**src/rtl/matvec8_part4_core.sv**
```systemverilog
// Streaming KxK signed matrix-by-vector multiplier (y = M*x) with valid/ready ports.
// One matrix and one vector are buffered; a matrix load is optional per transaction.
//
// state   | meaning
// IDLE    | waiting for the first word; new_matrix picks LOAD_M or LOAD_V
// LOAD_M  | accepting matrix words row-major, M[0][0]..M[K-1][K-1]
// LOAD_V  | accepting vector words x[0]..x[K-1]
// COMPUTE | one MAC per cycle over the columns of row r
// OUTPUT  | presenting y[r] until the sink accepts it
module matvec8_part4_core #(
    parameter int K  = 8,
    parameter int IW = 14,
    parameter int OW = 28
) (
    input  logic          clk,
    input  logic          reset,
    input  logic          input_valid,
    output logic          input_ready,
    input  logic [IW-1:0] input_data,
    input  logic          new_matrix,
    output logic          output_valid,
    input  logic          output_ready,
    output logic [OW-1:0] output_data
);

    localparam int AW = $clog2(K * K);
    localparam int CW = $clog2(K);

    typedef enum logic [2:0] {
        IDLE,
        LOAD_M,
        LOAD_V,
        COMPUTE,
        OUTPUT
    } state_t;

    state_t state;

    logic [AW-1:0]        widx;
    logic [CW-1:0]        row;
    logic [CW-1:0]        col;
    logic signed [OW-1:0] acc;

    logic signed [IW-1:0] mat [K*K];
    logic signed [IW-1:0] vec [K];

    logic                   in_fire;
    logic                   out_fire;
    logic                   mat_we;
    logic                   vec_we;
    logic [AW-1:0]          mat_waddr;
    logic [CW-1:0]          vec_waddr;
    logic signed [2*IW-1:0] prod;
    logic signed [OW-1:0]   mac_sum;

    // new_matrix only matters while in_fire is set, so X on an idle bus never reaches state
    always_comb begin
        in_fire   = input_valid && input_ready;
        out_fire  = output_valid && output_ready;
        mat_we    = in_fire && (((state == IDLE) && new_matrix) || (state == LOAD_M));
        vec_we    = in_fire && (((state == IDLE) && !new_matrix) || (state == LOAD_V));
        mat_waddr = (state == IDLE) ? '0 : widx;
        vec_waddr = (state == IDLE) ? '0 : widx[CW-1:0];
        prod      = mat[{row, col}] * vec[col];
        mac_sum   = acc + OW'(prod);
    end

    // Operand storage deliberately survives reset so a stored matrix can be reused
    always_ff @(posedge clk) begin
        if (mat_we) begin
            mat[mat_waddr] <= input_data;
        end
        if (vec_we) begin
            vec[vec_waddr] <= input_data;
        end
    end

    always_ff @(posedge clk or negedge reset) begin
        if (!reset) begin
            state        <= IDLE;
            widx         <= '0;
            row          <= '0;
            col          <= '0;
            acc          <= '0;
            input_ready  <= 1'b0;
            output_valid <= 1'b0;
            output_data  <= '0;
        end else begin
            case (state)
                IDLE: begin
                    input_ready <= 1'b1;
                    if (in_fire) begin
                        widx  <= AW'(1);
                        state <= new_matrix ? LOAD_M : LOAD_V;
                    end
                end
                LOAD_M: begin
                    if (in_fire) begin
                        if (widx == AW'(K * K - 1)) begin
                            widx  <= '0;
                            state <= LOAD_V;
                        end else begin
                            widx <= widx + AW'(1);
                        end
                    end
                end
                LOAD_V: begin
                    if (in_fire) begin
                        if (widx == AW'(K - 1)) begin
                            widx        <= '0;
                            input_ready <= 1'b0;
                            row         <= '0;
                            col         <= '0;
                            acc         <= '0;
                            state       <= COMPUTE;
                        end else begin
                            widx <= widx + AW'(1);
                        end
                    end
                end
                COMPUTE: begin
                    acc <= mac_sum;
                    col <= col + CW'(1);
                    if (col == CW'(K - 1)) begin
                        output_data  <= mac_sum;
                        output_valid <= 1'b1;
                        state        <= OUTPUT;
                    end
                end
                OUTPUT: begin
                    if (out_fire) begin
                        output_valid <= 1'b0;
                        acc          <= '0;
                        col          <= '0;
                        if (row == CW'(K - 1)) begin
                            row         <= '0;
                            input_ready <= 1'b1;
                            state       <= IDLE;
                        end else begin
                            row   <= row + CW'(1);
                            state <= COMPUTE;
                        end
                    end
                end
                default: state <= IDLE;
            endcase
        end
    end

endmodule

```
**config.mk**
```make
export PLATFORM = sky130hd
export DESIGN_NAME = matvec8_part4_core
export DESIGN_NICKNAME = d
export VERILOG_FILES = /design/src/rtl/matvec8_part4_core.sv
export SDC_FILE = /design/constraint.sdc
export NUM_CORES = 2
export LEC_CHECK = 0
export CORE_AREA = 2 2 270 272
export CTS_BUF_LIST = sky130_fd_sc_hd__clkbuf_4 sky130_fd_sc_hd__clkbuf_8
export CTS_CLUSTER_DIAMETER = 80
export CTS_CLUSTER_SIZE = 24
export DETAILED_ROUTE_END_ITERATION = 10
export DIE_AREA = 0 0 272 274
export GPL_ROUTABILITY_DRIVEN = 0
export HOLD_SLACK_MARGIN = 0.1
export PLACE_DENSITY = 0.88
export SLEW_MARGIN = 0
export SYNTH_ARGS = -nofsm -noshare
export SYNTH_HDL_FRONTEND = slang
export SYNTH_SLANG_ARGS = --single-unit
```
**constraint.sdc**
```tcl
create_clock -name clk -period 16.6 [get_ports clk]
set_clock_uncertainty 0.15 [all_clocks]
set_input_delay 3.32 -clock clk [delete_from_list [all_inputs] [get_ports clk]]
set_output_delay 3.32 -clock clk [all_outputs]
set_load 0.02 [all_outputs]
```
==> reports/qor.csv <==
metric,value,unit
"FFs w/ async S/R, synth",6.753,%
cts bufs inserted,53,
number of DRC markers in iteration 0,3152,
outcome,"finished, final reports clean",
total gr overflow,0,
"Area growth, synth to finish",5.468,%
critical path capture point type,register,
design area,0.05324,mm2
first-pass GRT wire length,167.5,mm
routed len/inst,28.91,um
Detail Route Antenna Nets,0,
synth top area cells,"edfxtp_1 (60%), mux4_2 (14%), fa_1 (9.1%), dfrtp_1 (3.6%), ha_1 (2.2%)",
Fin. Hold Viols,0,
Slew HR,10.41,%
CTS Sinks,1081,
Die Ht,274,um
Setup crit end,acc[25],
Slew Limit Fails,0,
Clock Path Buffers,3,
worst reg2reg startpoint,col[0],
largest net degree at the start of global routing,123,
die footprint,0.07453,mm2
post-synthesis register bit count,1081,
multi-input logic area,0.01674,mm2
fin crit period,11270,ps
Synth Flop Type,edfxtp_1,
Post-synth EDFFs,1008,
initial antenna violation count,3,
TritonCTS clock tree,done,
setup violators final,0,
Post-CTS Setup Repair Bufs,0,
Static Leak,0.01861,uW
Core ar.,0.07197,mm2
Worst Hold Class,reg2reg,
Yosys Warn Count,0,
Synth Cell Area,0.05048,mm2
Synth top area share,59.97,%
nature of the critical path startpoint,register,
Pre-antenna DRT Iters,6,
number of cell rows,99,
Die Width,272,um
CP Class,reg2reg,
Reg-to-Reg End,acc[25],
max_cap viols,0,
Vias,25890,
Syn Nets,3125,
CTS resizes,0,
Critical Path Fanout Max,43,
Area after DPL,0.05213,mm2
Post-Syn Instances,2789,
reg2reg setup slack,5330,ps
WP data required,17070,ps
GRT Util Overall,30.73,%
post-synth top area cell,edfxtp_1,
Post-CTS Hold Buffers,0,
Final Routed Wirelength,110.9,mm
post-synthesis average cell area,18.10,um2
clock slew at reported path FFs,130,ps
crit path launch,col[0],
Filler cells,3928,
FF+latch area,0.03211,mm2
post-synthesis sequential area ratio,63.58,%
DR vias/cell,6.748,
Fin Setup TNS,0,ps
I/O pin count,49,
Root Driver,clkbuf_8,
Critical Path AT,11740,ps
cell area power density,78.66,mW/mm2
vias in the first global route,26950,
Starting Density,70.14,%
share of post-route cells with drive strength above 1,19.86,%
RSZ-0062 raised after global routing,false,
post-detail-place hpwl,71.86,mm
Port Buffers,48,
VDD IR max,0.07297,mV
max frequency,88.76,MHz
Synth cell types,65,
FF-to-FF path depth,27,
nets@finish,3177,
Worst Hold Depth,2,
number of remaining DRC errors,0,
clock latency on the worst-skew pair,770,ps
level count of the clock H-tree,2,
Worst-Margin Slew,1344,ps
Tcrit/Tclk final,67.87,%
==> per-layer routing <==
layer	part of all wire (%)	global-route usage, %
met5	0.012	0.1926
met4	4.2	12.16
met3	9.8	5.570
met2	51	51.01
met1	35	41.39
==> worst min path at each step <==
stage,end,from,slack (ps)
finish,output_data[18],output_data[18],350
global placement,output_data[13],output_data[13],310
detailed placement,output_data[25],output_data[25],320
floorplan,acc[14],acc[14],300
global route,output_data[15],output_data[15],370
CTS,output_data[18],output_data[18],350
==> flip-flops by register name, summed over array words and instances, names as in the netlist <==
register,count
state,3
mat,896
input_ready,1
output_data,28
col,3
widx,6
acc,28
row,3
vec,112
output_valid,1
==> cells in the mapped netlist (15+ instances only) <==
cell / n
edfxtp_1: 1008
xnor2_1: 22
nor2b_1: 60
ha_1: 87
mux4_2: 306
a22o_1: 16
buf_2: 42
nand2_1: 116
buf_4: 15
a21oi_1: 22
mux2_2: 26
nand2b_1: 38
inv_1: 290
o21ai_0: 60
dfrtp_1: 73
mux2i_1: 17
fa_1: 230
nor2_1: 146
clkbuf_1: 46
==> power by group <==
group | switching [uW] | total, uW | internal (uW) | leakage (uW)
clock network | 779 | 1170 | 387 | 0.000565
registers | 0 | 2970 | 2970 | 0.00998
logic | 43.8 | 47.4 | 3.60 | 0.00806
total | 823 | 4190 | 3360 | 0.0186
==> per-stage QoR <==
stage	total power [uW]	std cells	hold slack, ps	setup WS (ps)	util (%)
after CTS	4201	3833	348.6	5285	73.94
after detailed placement	3082	3744	319.7	5307	72.43
after floorplan	3035	2789	299.8	8118	-
final	4188	3836	345.3	5334	73.97
after global placement	3076	3744	314.7	5699	72.43
after global routing	4285	3836	365.1	4465	73.97
==> layout make-up <==
type,instances,share of cell area [%]
diodes,2,0.009401
clock buffers,79,1.737
clock inverters,10,0.3008
inverters,291,2.056
multi-input cells,1292,31.45
flip-flops and latches,1081,60.32
well taps,959,2.254
repair buffers,122,1.880
==> worst max-delay path: stages (launching register included) <==
cell and delay [ps]:
dfrtp_4 1040, buf_4 810, buf_4 760, mux4_2 600, mux4_2 500, mux2i_1 170
nand2_1 70, o21ai_1 580, nor2_1 550, inv_1 350, fa_1 490, fa_1 550
inv_1 60, fa_1 480, fa_1 500, fa_1 490, inv_1 50, fa_1 470
inv_1 40, ha_1 360, a21oi_1 160, o21ai_0 140, a221o_1 320, a21o_1 190
nor2_1 300, o21ai_0 120, a2111oi_0 540, o21ai_0 150
==> cells by family after synthesis <==
group           Yosys count  synth area share, %
compound gates          163                2.117
xor+xnor                 35               0.6073
fa+ha+maj               318                11.30
simple gates            417                3.847
flops                  1081                63.58
mux                     359                15.07
buf+inv                 416                3.478
==> cells in the final DEF, fill, tap and decap left out, drive strengths merged, types with 27 or more instances in the layout <==
cell type and n:
ha 87, nand2 116, clkbuf 79, clkdlybuf4s50 33, dfrtp 73, o21ai 67, nand2b 38, mux2 27
nor2 147, buf 89, inv 293, nor2b 60, edfxtp 1008, fa 230, mux4 315
Power figures use the tool's default switching activity.
